`src/rtl/soml_fx_pkg.sv`:
```
// Shared fixed-point helpers, FSM state type and pipeline depth for the SOML
// channel-norm path.
package soml_fx_pkg;

    localparam int MAG2_LAT = 3;

    typedef enum logic [1:0] {
        ACC   = 2'd0,
        DRAIN = 2'd1,
        OUT   = 2'd2
    } state_t;

    function automatic int clog2(input int v);
        int r;
        r = 0;
        for (int i = 0; i < 31; i++) begin
            if ((1 << i) < v) r = i + 1;
        end
        return r;
    endfunction

    // Largest positive value of a signed w-bit word: 2^(w-1)-1.
    function automatic longint fx_max(input int w);
        return (longint'(1) << (w - 1)) - 1;
    endfunction

endpackage

```
`src/rtl/cplx_mag2.sv`:
```
// Three-stage |h|^2 pipeline: register, square with Q-scaling, sum.
// Square saturation is enabled by HQ_NORM_SAT_EN; default build wraps.
module cplx_mag2
    import soml_fx_pkg::*;
#(
    parameter int W = 16,
    parameter int Q = 8
) (
    input  logic         clk,
    input  logic         rst,
    input  logic         in_valid,
    input  logic [W-1:0] in_re,
    input  logic [W-1:0] in_im,
    output logic         out_valid,
    output logic [W:0]   out_sum,
    output logic         out_ovf
);

    localparam int W2 = 2 * W;
    localparam logic [W-1:0] SQ_MAX = W'(fx_max(W));

    logic signed [W-1:0]  re_q, im_q;
    logic                 v1_q, v2_q, v3_q;
    logic signed [W2-1:0] p_re, p_im;
    logic [W2-1:0]        sh_re, sh_im;
    logic                 ovf_re, ovf_im;
    logic [W-1:0]         sq_re_d, sq_im_d, sq_re_q, sq_im_q;
    logic                 ovf2_q, ovf3_q;
    logic [W:0]           sum_q;

    always_comb begin
        p_re   = W2'(re_q) * W2'(re_q);
        p_im   = W2'(im_q) * W2'(im_q);
        // Squares are never negative, so a logical shift truncates toward zero.
        sh_re  = $unsigned(p_re) >> Q;
        sh_im  = $unsigned(p_im) >> Q;
        ovf_re = |sh_re[W2-1:W-1];
        ovf_im = |sh_im[W2-1:W-1];
`ifdef HQ_NORM_SAT_EN
        sq_re_d = ovf_re ? SQ_MAX : sh_re[W-1:0];
        sq_im_d = ovf_im ? SQ_MAX : sh_im[W-1:0];
`else
        sq_re_d = sh_re[W-1:0];
        sq_im_d = sh_im[W-1:0];
`endif
    end

    always_ff @(posedge clk) begin
        if (rst) begin
            v1_q    <= 1'b0;
            v2_q    <= 1'b0;
            v3_q    <= 1'b0;
            re_q    <= '0;
            im_q    <= '0;
            sq_re_q <= '0;
            sq_im_q <= '0;
            ovf2_q  <= 1'b0;
            sum_q   <= '0;
            ovf3_q  <= 1'b0;
        end else begin
            v1_q    <= in_valid;
            v2_q    <= v1_q;
            v3_q    <= v2_q;
            re_q    <= in_re;
            im_q    <= in_im;
            sq_re_q <= sq_re_d;
            sq_im_q <= sq_im_d;
            ovf2_q  <= ovf_re | ovf_im;
            sum_q   <= {1'b0, sq_re_q} + {1'b0, sq_im_q};
            ovf3_q  <= ovf2_q;
        end
    end

    assign out_valid = v3_q;
    assign out_sum   = sum_q;
    assign out_ovf   = ovf3_q;

endmodule

```
`src/rtl/hq_norm_acc.sv`:
```
// Streaming channel-norm accumulator: sums LEN |h|^2 samples into one D_h result.
// Define HQ_NORM_SAT_EN to clamp overflowed squares and the output norm.
module hq_norm_acc
    import soml_fx_pkg::*;
#(
    parameter int W   = 16,
    parameter int Q   = 8,
    parameter int LEN = 8
) (
    input  logic         clk,
    input  logic         rst,
    input  logic         in_valid,
    output logic         in_ready,
    input  logic [W-1:0] in_re,
    input  logic [W-1:0] in_im,
    output logic         out_valid,
    input  logic         out_ready,
    output logic [W-1:0] out_norm,
    output logic         out_ovf,
    output logic         busy
);

    // Handshakes: a transfer happens on a rising edge where valid && ready;
    // valid never depends on ready, and out_norm/out_ovf hold while out_valid waits.

    localparam int CNT_W = (clog2(LEN) < 1) ? 1 : clog2(LEN);
    localparam int ACC_W = W + clog2(LEN) + 1;
    localparam logic [ACC_W-1:0] ACC_MAX    = ACC_W'(fx_max(W));
    localparam logic [CNT_W-1:0] CNT_LAST   = CNT_W'(LEN - 1);
    localparam logic [1:0]       DRAIN_LAST = 2'(MAG2_LAT - 1);

    state_t           state_q, state_d;
    logic [CNT_W-1:0] cnt_q;
    logic [1:0]       drain_q;
    logic [ACC_W-1:0] acc_q, acc_sum;
    logic             ovf_q;
    logic             in_fire, out_fire;
    logic             mag_valid, mag_ovf;
    logic [W:0]       mag_sum;

    cplx_mag2 #(.W(W), .Q(Q)) u_mag2 (
        .clk       (clk),
        .rst       (rst),
        .in_valid  (in_fire),
        .in_re     (in_re),
        .in_im     (in_im),
        .out_valid (mag_valid),
        .out_sum   (mag_sum),
        .out_ovf   (mag_ovf)
    );

    always_comb begin
        state_d   = state_q;
        in_ready  = 1'b0;
        out_valid = 1'b0;
        case (state_q)
            ACC: begin
                in_ready = 1'b1;
                if (in_valid && cnt_q == CNT_LAST) state_d = DRAIN;
            end
            DRAIN: begin
                if (drain_q == DRAIN_LAST) state_d = OUT;
            end
            OUT: begin
                out_valid = 1'b1;
                if (out_ready) state_d = ACC;
            end
            default: state_d = ACC;
        endcase
    end

    assign in_fire  = in_valid && in_ready;
    assign out_fire = out_valid && out_ready;
    assign acc_sum  = acc_q + ACC_W'(mag_sum);

    always_ff @(posedge clk) begin
        if (rst) begin
            state_q <= ACC;
            cnt_q   <= '0;
            drain_q <= '0;
            acc_q   <= '0;
            ovf_q   <= 1'b0;
        end else begin
            state_q <= state_d;
            if (in_fire) cnt_q <= (cnt_q == CNT_LAST) ? '0 : cnt_q + 1'b1;
            drain_q <= (state_q == DRAIN) ? drain_q + 2'd1 : 2'd0;
            // The pipeline is empty in OUT, so clearing never races a pending sample.
            if (out_fire) begin
                acc_q <= '0;
                ovf_q <= 1'b0;
            end else if (mag_valid) begin
                acc_q <= acc_sum;
                if (mag_ovf || acc_sum > ACC_MAX) ovf_q <= 1'b1;
            end
        end
    end

`ifdef HQ_NORM_SAT_EN
    assign out_norm = (acc_q > ACC_MAX) ? ACC_MAX[W-1:0] : acc_q[W-1:0];
`else
    assign out_norm = acc_q[W-1:0];
`endif
    assign out_ovf = ovf_q;
    assign busy    = (state_q != ACC) || (cnt_q != '0);

endmodule

```
`config.mk`:
```
export PLATFORM = sky130hd
export DESIGN_NAME = hq_norm_acc
export DESIGN_NICKNAME = d
export VERILOG_FILES = /design/src/rtl/soml_fx_pkg.sv /design/src/rtl/cplx_mag2.sv /design/src/rtl/hq_norm_acc.sv
export SDC_FILE = /design/constraint.sdc
export NUM_CORES = 1
export LEC_CHECK = 0
export ABC_AREA = 1
export ABC_CLOCK_PERIOD_IN_PS = 8400
export CAP_MARGIN = 25
export CORE_MARGIN = 2
export CORE_UTILIZATION = 30
export CTS_CLUSTER_DIAMETER = 80
export DETAILED_ROUTE_END_ITERATION = 10
export HOLD_SLACK_MARGIN = 0.03
export SLEW_MARGIN = 40
export SYNTH_ARGS = -nofsm -noshare
export SYNTH_HDL_FRONTEND = slang
export SYNTH_HIERARCHICAL = 1
export SYNTH_SLANG_ARGS = --single-unit
```
`constraint.sdc`:
```
create_clock -name clk -period 8.4 [get_ports clk]
set_clock_uncertainty 0.1 [all_clocks]
set_input_delay 0.84 -clock clk [delete_from_list [all_inputs] [get_ports clk]]
set_output_delay 0.84 -clock clk [all_outputs]
set_load 0.01 [all_outputs]
```
Word-level counts from Yosys, hierarchy flattened
Index checks and enable logic that the tools add are counted.
{"block": "op_classes", "add_sub_neg": 4, "n_mul": 2, "n_div": 0, "order_cmp": 1, "n_eq_ne": 7, "n_shift": 0, "muxes": 7, "bitwise": 2, "n_reduce_logical": 14}
{"cell": "16-bit by 16-bit multiplier with 32-bit output", "n": 2}
{"cell": "20-bit by 17-bit adder with 20-bit output", "n": 1}
{"cell": "20-bit by 15-bit greater-than comparator with 1-bit output (second input constant)", "n": 1}
{"cell": "9-bit OR reduction", "n": 2}
{"cell": "16-bit by 16-bit adder with 17-bit output", "n": 1}
{"cell": "2-bit two-way mux", "n": 3}
{"cell": "2-bit != test (second input constant)", "n": 3}
{"cell": "2-bit case mux with 3 select lines", "n": 1}
{"cell": "2-bit == test (second input constant)", "n": 2}
{"cell": "2-bit OR reduction", "n": 2}
{"cell": "3-bit by 1-bit adder with 3-bit output (second input constant)", "n": 1}
{"cell": "3-bit == test (second input constant)", "n": 1}
{"cell": "1-bit logical AND", "n": 3}
{"cell": "3-bit two-way mux", "n": 1}
{"cell": "3-bit AND reduction", "n": 1}
{"cell": "3-bit nonzero test", "n": 1}
{"cell": "2-bit by 1-bit adder with 2-bit output (second input constant)", "n": 1}
{"cell": "2-bit by 1-bit == test with 1-bit output (second input constant)", "n": 1}
{"cell": "2-bit zero test", "n": 1}
{"cell": "1-bit logical OR", "n": 2}
{"cell": "1-bit two-way mux", "n": 2}
{"cell": "2-bit AND reduction", "n": 1}
{"cell": "2-bit nonzero test", "n": 1}
{"cell": "1-bit inverter", "n": 1}
{"cell": "1-bit bitwise OR", "n": 1}
{"block": "totals", "regBits": 114, "latch_bits": 0, "ramBits": 0, "mem_bits_ro": 0, "inputBits": 36, "out_inout_bits": 20, "elab_cells": 52, "memories": 0}

Longest topological paths before layout
Gate-level depths: netlist of run 1.
{"block": "logic_depth", "depth_word": 4, "mapped_depth": 33}

Hierarchy
Netlist of run 1, hierarchy kept.
{"mod": "cplx_mag2", "instances": 1, "cells_per_inst": 2919, "area_per_inst_um2": 22545.4, "seq_area_each_um2": 1721.7}
{"mod": "hq_norm_acc", "instances": 1, "cells_per_inst": 357, "area_per_inst_um2": 2346.0, "seq_area_each_um2": 560.5}

Least setup slack after synthesis of run 1
Ideal clock, no wire load.
{"block": "synth_timing", "path_type": "reg-to-reg", "from": "register u_mag2.im_q[1]", "to": "register u_mag2.ovf2_q", "setup_time_ns": 0.128, "arrival_ns": 5.714, "path_slack_ns": 2.458, "stages_incl_launch_ff": 29, "period_less_slack_ns": 5.942, "path_cell_list": "dfxtp_1 buf_4 clkbuf_1 nand2_1 inv_1 fa_1 inv_1 fa_1 inv_1 fa_1 fa_1 fa_1 inv_1 fa_1 inv_1 ha_1 nand2_1 nand2_1 o21bai_1 a21oi_1 nand3_2 nand2_1 nand2_1 nand2_1 inv_1 nor2_1 nand3_1 nor2_1 nor2_1"}
{"block": "synth_between", "elab_chain_cells": 3}
{"item": "from (decl)", "line_no": "cplx_mag2.sv:22", "source": "logic signed [W-1:0] re_q, im_q;"}
{"item": "from (signal assigned)", "line_no": "cplx_mag2.sv:65", "source": "im_q <= in_im;"}
{"item": "16-bit by 16-bit multiplier with 32-bit output", "line_no": "cplx_mag2.sv:33", "source": "p_im = W2'(im_q) * W2'(im_q);"}
{"item": "9-bit OR reduction", "line_no": "cplx_mag2.sv:38", "source": "ovf_im = |sh_im[W2-1:W-1];"}
{"item": "1-bit bitwise OR", "line_no": "cplx_mag2.sv:68", "source": "ovf2_q <= ovf_re | ovf_im;"}
{"item": "to (signal assigned)", "line_no": "cplx_mag2.sv:68"}
{"item": "to (decl)", "line_no": "cplx_mag2.sv:28", "source": "logic ovf2_q, ovf3_q;"}
Every way passes these cells.
A chain may end at the register's enable or synchronous reset.

Worst setup path in the final report of run 1
{"block": "layout_timing", "from": "register u_mag2.im_q[15]", "to": "register u_mag2.ovf2_q"}
Same word-level chain as after synthesis.

==> results of run 1 <==
==> critical path: stages (launching register included) <==
cell and delay [ns]:
dfxtp_1 0.57, nand2_1 0.25, inv_1 0.08, fa_1 0.69, inv_1 0.11, fa_1 0.84
inv_1 0.11, fa_1 0.47, fa_1 0.51, fa_1 0.49, inv_1 0.05, fa_1 0.47
inv_1 0.04, ha_1 0.37, nand2_1 0.12, nor2_1 0.26, nand2_1 0.12, nor2_1 0.09
nand2_1 0.10, nand3_1 0.09, nand2_1 0.05, nand2_1 0.06, nand2_1 0.05, nor2_1 0.13
nand3_1 0.11, nor2_1 0.09, nor2_1 0.04
==> per-layer routing <==
layer  vias to the layer above  share of wire [%]  track usage [%]
li1                       9332                  -                -
met1                      9012                 47             18.0
met2                       231                 49             23.9
met3                        41                2.9             1.71
met4                         0                1.3             3.19
met5                         -                  0                0
==> cell usage in the layout (no fill, tap or decap), drive strengths merged, types with 14 or more instances in the layout <==
cell type      synthesis  layout
a21oi                130     130
clkbuf                71      17
clkdlybuf4s50          0      54
dfxtp                114     114
fa                   476     476
ha                   209     209
inv                 1039    1047
nand2                778     778
nand3                 65      65
nand4                 14      14
nor2                 177     177
o21ai                 59      59
xnor2                 16      16
xor2                  28      28
==> path summary, 6_finish.rpt <==
check	startpoint	end	slack (ns)	cells past startpoint
worst max register to register	u_mag2/im_q[15]$_SDFF_PP0_	u_mag2/ovf2_q$_SDFF_PP0_	1.78	26
worst min-delay path	u_mag2/v2_q$_SDFF_PP0_	u_mag2/out_valid$_SDFF_PP0_	0.30	2
worst max-delay path	u_mag2/im_q[15]$_SDFF_PP0_	u_mag2/ovf2_q$_SDFF_PP0_	1.78	26
worst min register to register	u_mag2/v2_q$_SDFF_PP0_	u_mag2/out_valid$_SDFF_PP0_	0.30	2
==> registers in the layout (all words and copies together) (netlist names) <==
signal / cells
out_ovf: 1
u_mag2/sq_re_q: 16
state_q: 2
u_mag2/out_ovf: 1
u_mag2/ovf2_q: 1
u_mag2/v2_q: 1
u_mag2/v1_q: 1
drain_q: 2
acc_q: 20
u_mag2/im_q: 16
u_mag2/out_valid: 1
u_mag2/sq_im_q: 16
u_mag2/re_q: 16
cnt_q: 3
u_mag2/out_sum: 17
==> area by class of cell <==
cell class | instances | area, µm²
Tap cell | 1070 | 1340
Fill cell | 8733 | 55100
Clock inverter | 15 | 218
Sequential cell | 114 | 2290
Clock buffer | 17 | 425
Timing Repair Buffer | 62 | 598
Inverter | 1040 | 3900
Multi-Input combinational cell | 2027 | 18300
==> metrics by stage <==
step / area, µm² / utilization [%]
2_1_floorplan: 24900 / -
3_3_place_gp: 26400 / 32.1
3_5_place_dp: 26400 / 32.1
4_1_cts: 27000 / 32.9
5_1_grt: 27000 / 32.9
6_report: 27000 / 32.9
==> power by group through the flow <==
stage	Clock (mW)	Sequential, mW	Combinational, mW
floorplan	0	0.686	2.79
global placement	0	0.746	3.58
global route	0.867	0.746	4.20
detailed placement	0	0.748	3.60
finish	0.818	0.735	3.58
CTS	0.849	0.736	3.63
==> logic make-up after synthesis <==
family,Yosys count,share of synthesized area (%)
buffers and inverters,1135,17.4
AND/OR/NAND/NOR,1065,17.8
adder cells (fa/ha/maj),685,48.8
AO/OA/AOI/OAI,233,5.25
flip-flops,114,9.17
XOR/XNOR,44,1.55
==> impl_metrics.json, run 1 <==
{
  "drive_gt1_share_pct": 4.00,
  "fin_ws_ns": 1.78,
  "p_int_mw": 2.47,
  "cap_violations": 0,
  "drc": 0,
  "synth_edf_count": 0,
  "syn_area_per_cell_um2": 7.60,
  "grt_pass1_wl_um": 94500,
  "die_area_um2": 85300,
  "area_growth_pct": 8.63,
  "dr_total_vias": 18600,
  "cts_tree": "built",
  "routabilityCongestion": 0.875,
  "syn-num-nets": 3997,
  "ir_drop_v": 0.000207,
  "hpwl_um": 46600,
  "synth-seq-cells": 114,
  "worstHoldPathType": "flop to flop",
  "switching_power_mw": 2.66,
  "p_total_mw": 5.13,
  "htree_levels": 4,
  "end_kind": "flop",
  "fp-row-count": 105,
  "finalSetupViolCount": 0,
  "antenna_cells": 0,
  "synth_area_leaders": "fa_1 (38%), inv_1 (16%), nand2_1 (11%), ha_1 (11%), dfxtp_1 (9.2%)",
  "clock_latency_ns": 0.47,
  "drtAntennaViolNets": 0,
  "synth_cell_types": 51,
  "clock-sinks": 114,
  "dp_slack_ns": 1.74,
  "nets": 3983,
  "yosys_warnings": 6,
  "synthArstFlopShare_pct": 0,
  "overflow": 0,
  "swShare_pct": 51.9,
  "cp.required_ns": 8.62,
  "path_class": "flop to flop",
  "wl_per_cell_um": 12.4,
  "fin_cells": 4345,
  "drt-initial-drc-count": 886,
  "routed_wirelength_um": 54000,
  "outcome": "completed",
  "synth-main-ff-cell": "dfxtp_1",
  "start_util_pct": 30.3,
  "rsz0062_at_grt": "false",
  "period_share_pct": 78.8,
  "combPwrFrac_pct": 69.7,
  "clkTransAtPathRegs_ns": 0.07,
  "synthCells": 3276,
  "netlist_area_um2": 24900,
  "io_buffers": 55,
  "min_period_ns": 6.62,
  "p_per_area_nw_per_um2": 190,
  "yosysMostFrequentCell": "inv_1",
  "cts_buffers": 17,
  "synth_common_cells": "inv_1 (1,035), nand2_1 (740), fa_1 (476)",
  "holdWs_ns": 0.305,
  "cts_hold_buf": 0,
  "cts_setup_buffers": 0,
  "cts_root_buf": "clkbuf_16",
  "critPathMaxFanout": 22,
  "startpoint_type": "flop",
  "dr.pass1.iters": 5,
  "antenna_found_initial": 1,
  "cts_resized": 0,
  "p_seq_share_pct": 14.3,
  "slew_headroom_pct": 43.6,
  "die_w_um": 292,
  "cp_data_arrival_time_ns": 6.84,
  "viasPerCell": 4.28,
  "grt_max_degree": 56,
  "core-area_um2": 82100,
  "fin_setup_tns_ns": 0,
  "clock_power_share_pct": 15.9,
  "synth_top_area_share_pct": 38.3,
  "grt_usage_pct": 13.7,
  "grt_pass1_vias": 19500,
  "clockBufferDepth": 2,
  "fp.dieH_um": 292,
  "p_leak_nw": 15.2,
  "fmax_ghz": 0.151,
  "dp.cells": 4313,
  "yosysTopAreaCell": "fa_1",
  "ios": 56,
  "ys_seq_area_share_pct": 9.17,
  "hold_violations": 0,
  "tightest_slew_ns": 0.844,
  "report.final.slew_viol_count": 0
}
Power figures use the tool's default switching activity.
==> run 2, diff against run 1 <==
--- a/config.mk
+++ b/config.mk
@@ -6,7 +6,7 @@
 export NUM_CORES = 1
 export LEC_CHECK = 0
 export ABC_AREA = 1
-export ABC_CLOCK_PERIOD_IN_PS = 8400
+export ABC_CLOCK_PERIOD_IN_PS = 5600
 export CAP_MARGIN = 25
 export CORE_MARGIN = 2
 export CORE_UTILIZATION = 30
==> constraint.sdc (replaced) <==
create_clock -name clk -period 5.6 [get_ports clk]
set_clock_uncertainty 0.1 [all_clocks]
set_input_delay 0.56 -clock clk [delete_from_list [all_inputs] [get_ports clk]]
set_output_delay 0.56 -clock clk [all_outputs]
set_load 0.01 [all_outputs]
==> run 2 against run 1 <==
Against the previous run:
- the flow now finishes with violations (setup timing)
- routed wire length up 6.2%
- sequential power increased by 43%
- largest cell class unchanged
- sequential share of layout area down 0.96 points
==> impl_metrics.json, run 2 (same netlist as run 1, synthesis figures left out) <==
{
  "slew_headroom_pct": 47.6,
  "hold_violations": 0,
  "area_growth_pct": 25.5,
  "clock-sinks": 114,
  "drt-initial-drc-count": 954,
  "dr.pass1.iters": 5,
  "path_class": "flop to flop",
  "overflow": 0,
  "switching_power_mw": 5.05,
  "use_met1_pct": 18.8,
  "drive_gt1_share_pct": 20.3,
  "p_per_area_nw_per_um2": 333,
  "min_period_ns": 5.68,
  "final_common_cell": "inv_1",
  "startpoint_type": "flop",
  "clock_latency_ns": 0.48,
  "fp.dieH_um": 292,
  "final_cell_area_um2": 31200,
  "swShare_pct": 48.6,
  "cp_num_buf_inv": 7,
  "grt_max_degree": 56,
  "htree_levels": 4,
  "rsz0062_at_grt": "true",
  "drc": 0,
  "wl_per_cell_um": 12.3,
  "grtUsageMet3_pct": 1.47,
  "cts_tree": "built",
  "critPathMaxFanout": 9,
  "clkTransAtPathRegs_ns": 0.07,
  "fmax_ghz": 0.176,
  "io_buffers": 55,
  "p_total_mw": 10.4,
  "tightest_slew_ns": 0.787,
  "dpl_cell_area_um2": 28900,
  "report.final.slew_viol_count": 0,
  "grtUsageMet2_pct": 24.4,
  "mostFrequentLayoutCells": "inv_1 (999), nand2_1 (672), fa_1 (453)",
  "crit_slowest_cell": "fa_1",
  "nets": 4310,
  "cpPeakStageDelay_ns": 0.59,
  "clockBufferDepth": 2,
  "grt_usage_pct": 14.1,
  "routed_wirelength_um": 57400,
  "cp.required_ns": 5.82,
  "cap_violations": 0,
  "cts_hold_buf": 0,
  "core-area_um2": 82100,
  "routabilityCongestion": 0.871,
  "start_util_pct": 30.3,
  "hpwl_um": 48700,
  "fin_ws_ns": -0.0833,
  "die_area_um2": 85300,
  "antenna_cells": 0,
  "die_w_um": 292,
  "combPwrFrac_pct": 77.9,
  "drtAntennaViolNets": 0,
  "outcome": "complete, but fails checks",
  "holdWs_ns": 0.311,
  "viasPerCell": 4.24,
  "crit_top_cell": "nand2_1",
  "period_share_pct": 101,
  "cts_buffers": 17,
  "ios": 56,
  "worstHoldPathType": "flop to flop",
  "p_seq_share_pct": 10.1,
  "cts_root_buf": "clkbuf_16",
  "ir_drop_v": 0.000289,
  "violations": "setup timing",
  "grt_pass1_vias": 20600,
  "dr_total_vias": 19800,
  "p_leak_nw": 17.0,
  "antenna_found_initial": 0,
  "p_int_mw": 5.34,
  "cpLargestDelayFamily": "adder cells",
  "grt_pass1_wl_um": 98200,
  "cp_data_arrival_time_ns": 5.90,
  "end_kind": "flop",
  "fp-row-count": 105,
  "largest_register_ffs": 20,
  "finalSetupViolCount": 1,
  "regMostFlops": "acc_q",
  "clock_power_share_pct": 12.0,
  "grt.busiest_layer": "met2"
}
==> run 2: cell count changes in the layout (fill, tap and decap cells not counted), sizes merged <==
cell	previous run	this run
buf	8	333
clkbuf	17	20
clkinv	1	3
clkinvlp	3	1
inv	1047	1046
==> run 2: what timing repair did <==
action	CTS	global route
pin swaps	47	105
gates cloned	0	2
resized for setup	143	237
setup endpoints to repair	14	21
buffers inserted	14	19
==> run 2: final timing paths <==
| path | startpoint | endpoint | slack, ns | cells past startpoint |
|---|---|---|---|---|
| max | u_mag2/re_q[15]$_SDFF_PP0_ | u_mag2/ovf2_q$_SDFF_PP0_ | -0.08 | 27 |
| min reg2reg | u_mag2/v1_q$_SDFF_PP0_ | u_mag2/v2_q$_SDFF_PP0_ | 0.31 | 2 |
| max reg2reg | u_mag2/re_q[15]$_SDFF_PP0_ | u_mag2/ovf2_q$_SDFF_PP0_ | -0.08 | 27 |
| min | u_mag2/v1_q$_SDFF_PP0_ | u_mag2/v2_q$_SDFF_PP0_ | 0.31 | 2 |
==> run 2: layout make-up <==
class	instances	area, µm²
Fill cell	8382	50900
Multi-Input combinational cell	2027	19600
Inverter	1040	3920
Timing Repair Buffer	389	3430
Sequential cell	114	2340
Tap cell	1070	1340
Clock buffer	18	439
Clock inverter	14	215
==> run 2: worst reg2reg max path: stages (launching register included) <==
cell     delay, ns
dfxtp_2       0.33
buf_6         0.13
buf_12        0.13
nand2_1       0.06
inv_2         0.05
fa_1          0.59
inv_4         0.07
fa_2          0.54
inv_1         0.06
fa_1          0.54
inv_1         0.05
fa_1          0.49
fa_1          0.51
fa_1          0.51
inv_2         0.05
ha_4          0.27
nand2_1       0.06
nand2_1       0.08
nor2_2        0.12
nand2_1       0.09
a21oi_2       0.13
nand3_1       0.08
nand2_1       0.08
nand2_1       0.05
nor2_1        0.10
nand3_1       0.10
nor2_2        0.11
nor2_1        0.04
==> run 2: layer usage <==
| layer | share of wire, % | routed length [µm] |
|---|---|---|
| met5 | 0 | 0 |
| met3 | 3.0 | 1710 |
| met2 | 49 | 28300 |
| met4 | 1.6 | 931 |
| met1 | 46 | 26400 |
==> run 2: metrics by stage <==
| stage | TNS (ns) | util [%] | worst slack (ns) | cells |
|---|---|---|---|---|
| global route | -0.533 | 38.1 | -0.328 | 4672 |
| global placement | -1.29 | 35.2 | -0.465 | 4606 |
| floorplan | 0 | - | 0.00395 | 3276 |
| finish | -0.0833 | 38.1 | -0.0833 | 4672 |
| detailed placement | -1.71 | 35.2 | -0.517 | 4606 |
| CTS | -0.0723 | 36.9 | -0.0723 | 4652 |
==> run 2: power by group through the flow <==
stage	Clock, mW	Combinational, mW	Sequential [mW]
after floorplan	0	4.25	1.03
after global placement	0	6.43	1.07
after detailed placement	0	6.48	1.08
after CTS	1.28	7.31	1.06
after global routing	1.31	9.07	1.07
final	1.24	8.10	1.05
==> run 3, diff against run 2 <==
--- a/config.mk
+++ b/config.mk
@@ -8,11 +8,12 @@
 export ABC_AREA = 1
 export ABC_CLOCK_PERIOD_IN_PS = 5600
 export CAP_MARGIN = 25
-export CORE_MARGIN = 2
+export CORE_MARGIN = 3
 export CORE_UTILIZATION = 30
 export CTS_CLUSTER_DIAMETER = 80
 export DETAILED_ROUTE_END_ITERATION = 10
 export HOLD_SLACK_MARGIN = 0.03
+export RECOVER_POWER = 25
 export SLEW_MARGIN = 40
 export SYNTH_ARGS = -nofsm -noshare
 export SYNTH_HDL_FRONTEND = slang
==> run 3 against run 2 <==
Against the previous run:
- the run still ends with setup timing left
- critical path depth up 1
- largest power group unchanged
- maximum frequency down 2.0%
- routed wire length up 1.4%
- register-to-register slack worse by 0.12 ns
- flip-flop and latch count unchanged
- utilization fell by 0.39 points
- sequential share of layout area is 0.085 points higher
- count of clock-buffer cells in the layout is 1 lower
==> impl_metrics.json, run 3 (same netlist as run 1, synthesis figures left out) <==
{
  "outcome": "complete, but fails checks",
  "violations": "setup timing",
  "grt_pass1_vias": 20500,
  "start_util_pct": 30.3,
  "period_share_pct": 104,
  "finalSetupViolCount": 1,
  "grt_pass1_wl_um": 98000,
  "dr.pass1.iters": 5,
  "startpoint_type": "flop",
  "cap_violations": 0,
  "clock_latency_ns": 0.47,
  "rsz0062_at_grt": "true",
  "wl_per_cell_um": 12.4,
  "end_kind": "flop",
  "path_depth": 28,
  "dp_slack_ns": -0.517,
  "crit_slowest_cell": "fa_1",
  "path_class": "flop to flop",
  "overflow": 0,
  "reg2reg_depth": 28,
  "cp_data_arrival_time_ns": 6.02,
  "r2r-start": "u_mag2/im_q[15]$_SDFF_PP0_",
  "slew_headroom_pct": 47.0,
  "hpwl_um": 49900,
  "nets": 4320,
  "io_buffers": 55,
  "clkTransAtPathRegs_ns": 0.06,
  "die_w_um": 294,
  "ios": 56,
  "report.final.slew_viol_count": 0,
  "crit_end": "u_mag2/ovf2_q$_SDFF_PP0_",
  "tightest_slew_ns": 0.795,
  "crit_top_cell": "fa_1",
  "fin_setup_tns_ns": -0.201,
  "grt_max_degree": 56,
  "min_period_ns": 5.80,
  "final_common_cell": "inv_1",
  "grt_usage_pct": 14.0,
  "final_cell_area_um2": 30900,
  "cts_tree": "built",
  "fp.dieH_um": 294,
  "cp_num_buf_inv": 6,
  "startpoint": "u_mag2/im_q[15]$_SDFF_PP0_",
  "p_leak_nw": 17.0,
  "timing.rr.end": "u_mag2/ovf2_q$_SDFF_PP0_",
  "die_area_um2": 86500,
  "cpLargestDelayFamily": "adder cells",
  "dr_total_vias": 19900,
  "antenna_found_initial": 0,
  "cp.required_ns": 5.81,
  "routabilityCongestion": 0.883,
  "area_growth_pct": 24.2,
  "cts_hold_buf": 0,
  "p_per_area_nw_per_um2": 322,
  "antenna_cells": 0,
  "mostFrequentLayoutCells": "inv_1 (998), nand2_1 (677), fa_1 (461)",
  "cpPeakStageDelay_ns": 0.56,
  "clockBufferDepth": 2,
  "fmax_ghz": 0.172,
  "regMostFlops": "acc_q",
  "viasPerCell": 4.24,
  "drive_gt1_share_pct": 19.2,
  "largest_register_ffs": 20,
  "dpl_cell_area_um2": 29000,
  "post-route-util_pct": 37.7,
  "drt-initial-drc-count": 863,
  "fin_ws_ns": -0.201,
  "ir_drop_v": 0.000325,
  "clock-sinks": 114,
  "cts_buffers": 17,
  "drc": 0,
  "hold_violations": 0,
  "critPathMaxFanout": 6,
  "drtAntennaViolNets": 0,
  "htree_levels": 4,
  "routed_wirelength_um": 58200,
  "core-area_um2": 82100,
  "p_total_mw": 9.95,
  "worstHoldPathType": "flop to flop",
  "cts_root_buf": "clkbuf_16",
  "r2r_slack_ns": -0.20,
  "fp-row-count": 105
}
## run 3: cell count changes in the layout (fill, tap and decap cells not counted), sizes merged
cell / previous run / this run
clkinvlp: 1 / 2
clkinv: 3 / 4
bufinv: 4 / 3
clkbuf: 20 / 17
buf: 333 / 345
## run 3: final cells by class
type,count,area [µm²]
inverters,1040,3910
repair buffers,399,3430
clock buffers,17,425
well taps,1070,1340
multi-input cells,2027,19300
clock inverters,15,196
fillers,8374,51200
flip-flops and latches,114,2350
## run 3: report_power, final
group / switching, mW / internal [mW]
logic: 4.27 / 3.43
registers: 0.0876 / 0.972
clock network: 0.481 / 0.712
total: 4.83 / 5.11
## run 3: metal layers
metal	vias up	GRT usage, %	wire length (µm)
li1	9995	-	-
met1	9549	18.4	26900
met2	268	24.1	28500
met3	50	1.62	1680
met4	0	3.93	1120
met5	-	0	0
## run 3: worst min-delay path, delay by kind of cell (launching register included)
family,cells,cell delay [ns]
flip-flops,1,0.30
buffers and inverters,1,0.04
AND/OR/NAND/NOR,1,0.03
## run 3: worst min path at each step
stage / from / to / slack, ns / cells past startpoint
final: u_mag2/v2_q$_SDFF_PP0_ / u_mag2/out_valid$_SDFF_PP0_ / 0.30 / 2
after CTS: u_mag2/v2_q$_SDFF_PP0_ / u_mag2/out_valid$_SDFF_PP0_ / 0.31 / 2
after global placement: u_mag2/v2_q$_SDFF_PP0_ / u_mag2/out_valid$_SDFF_PP0_ / 0.30 / 2
after global routing: u_mag2/v2_q$_SDFF_PP0_ / u_mag2/out_valid$_SDFF_PP0_ / 0.33 / 2
after floorplan: u_mag2/ovf2_q$_SDFF_PP0_ / u_mag2/out_ovf$_SDFF_PP0_ / 0.29 / 2
after detailed placement: u_mag2/v2_q$_SDFF_PP0_ / u_mag2/out_valid$_SDFF_PP0_ / 0.30 / 2
## run 3: timing repair
item,4_1_cts,5_1_grt
pin swaps,17,83
setup buffers,10,17
resized for setup,90,223
hold endpoints to repair,0,0
endpoints found under the setup margin,13,22
## run 3: per-stage QoR
| stage | cells | hold slack [ns] |
|---|---|---|
| global placement | 4625 | 0.300 |
| CTS | 4667 | 0.309 |
| finish | 4682 | 0.301 |
| detailed placement | 4625 | 0.297 |
| global route | 4682 | 0.326 |
| floorplan | 3276 | 0.288 |
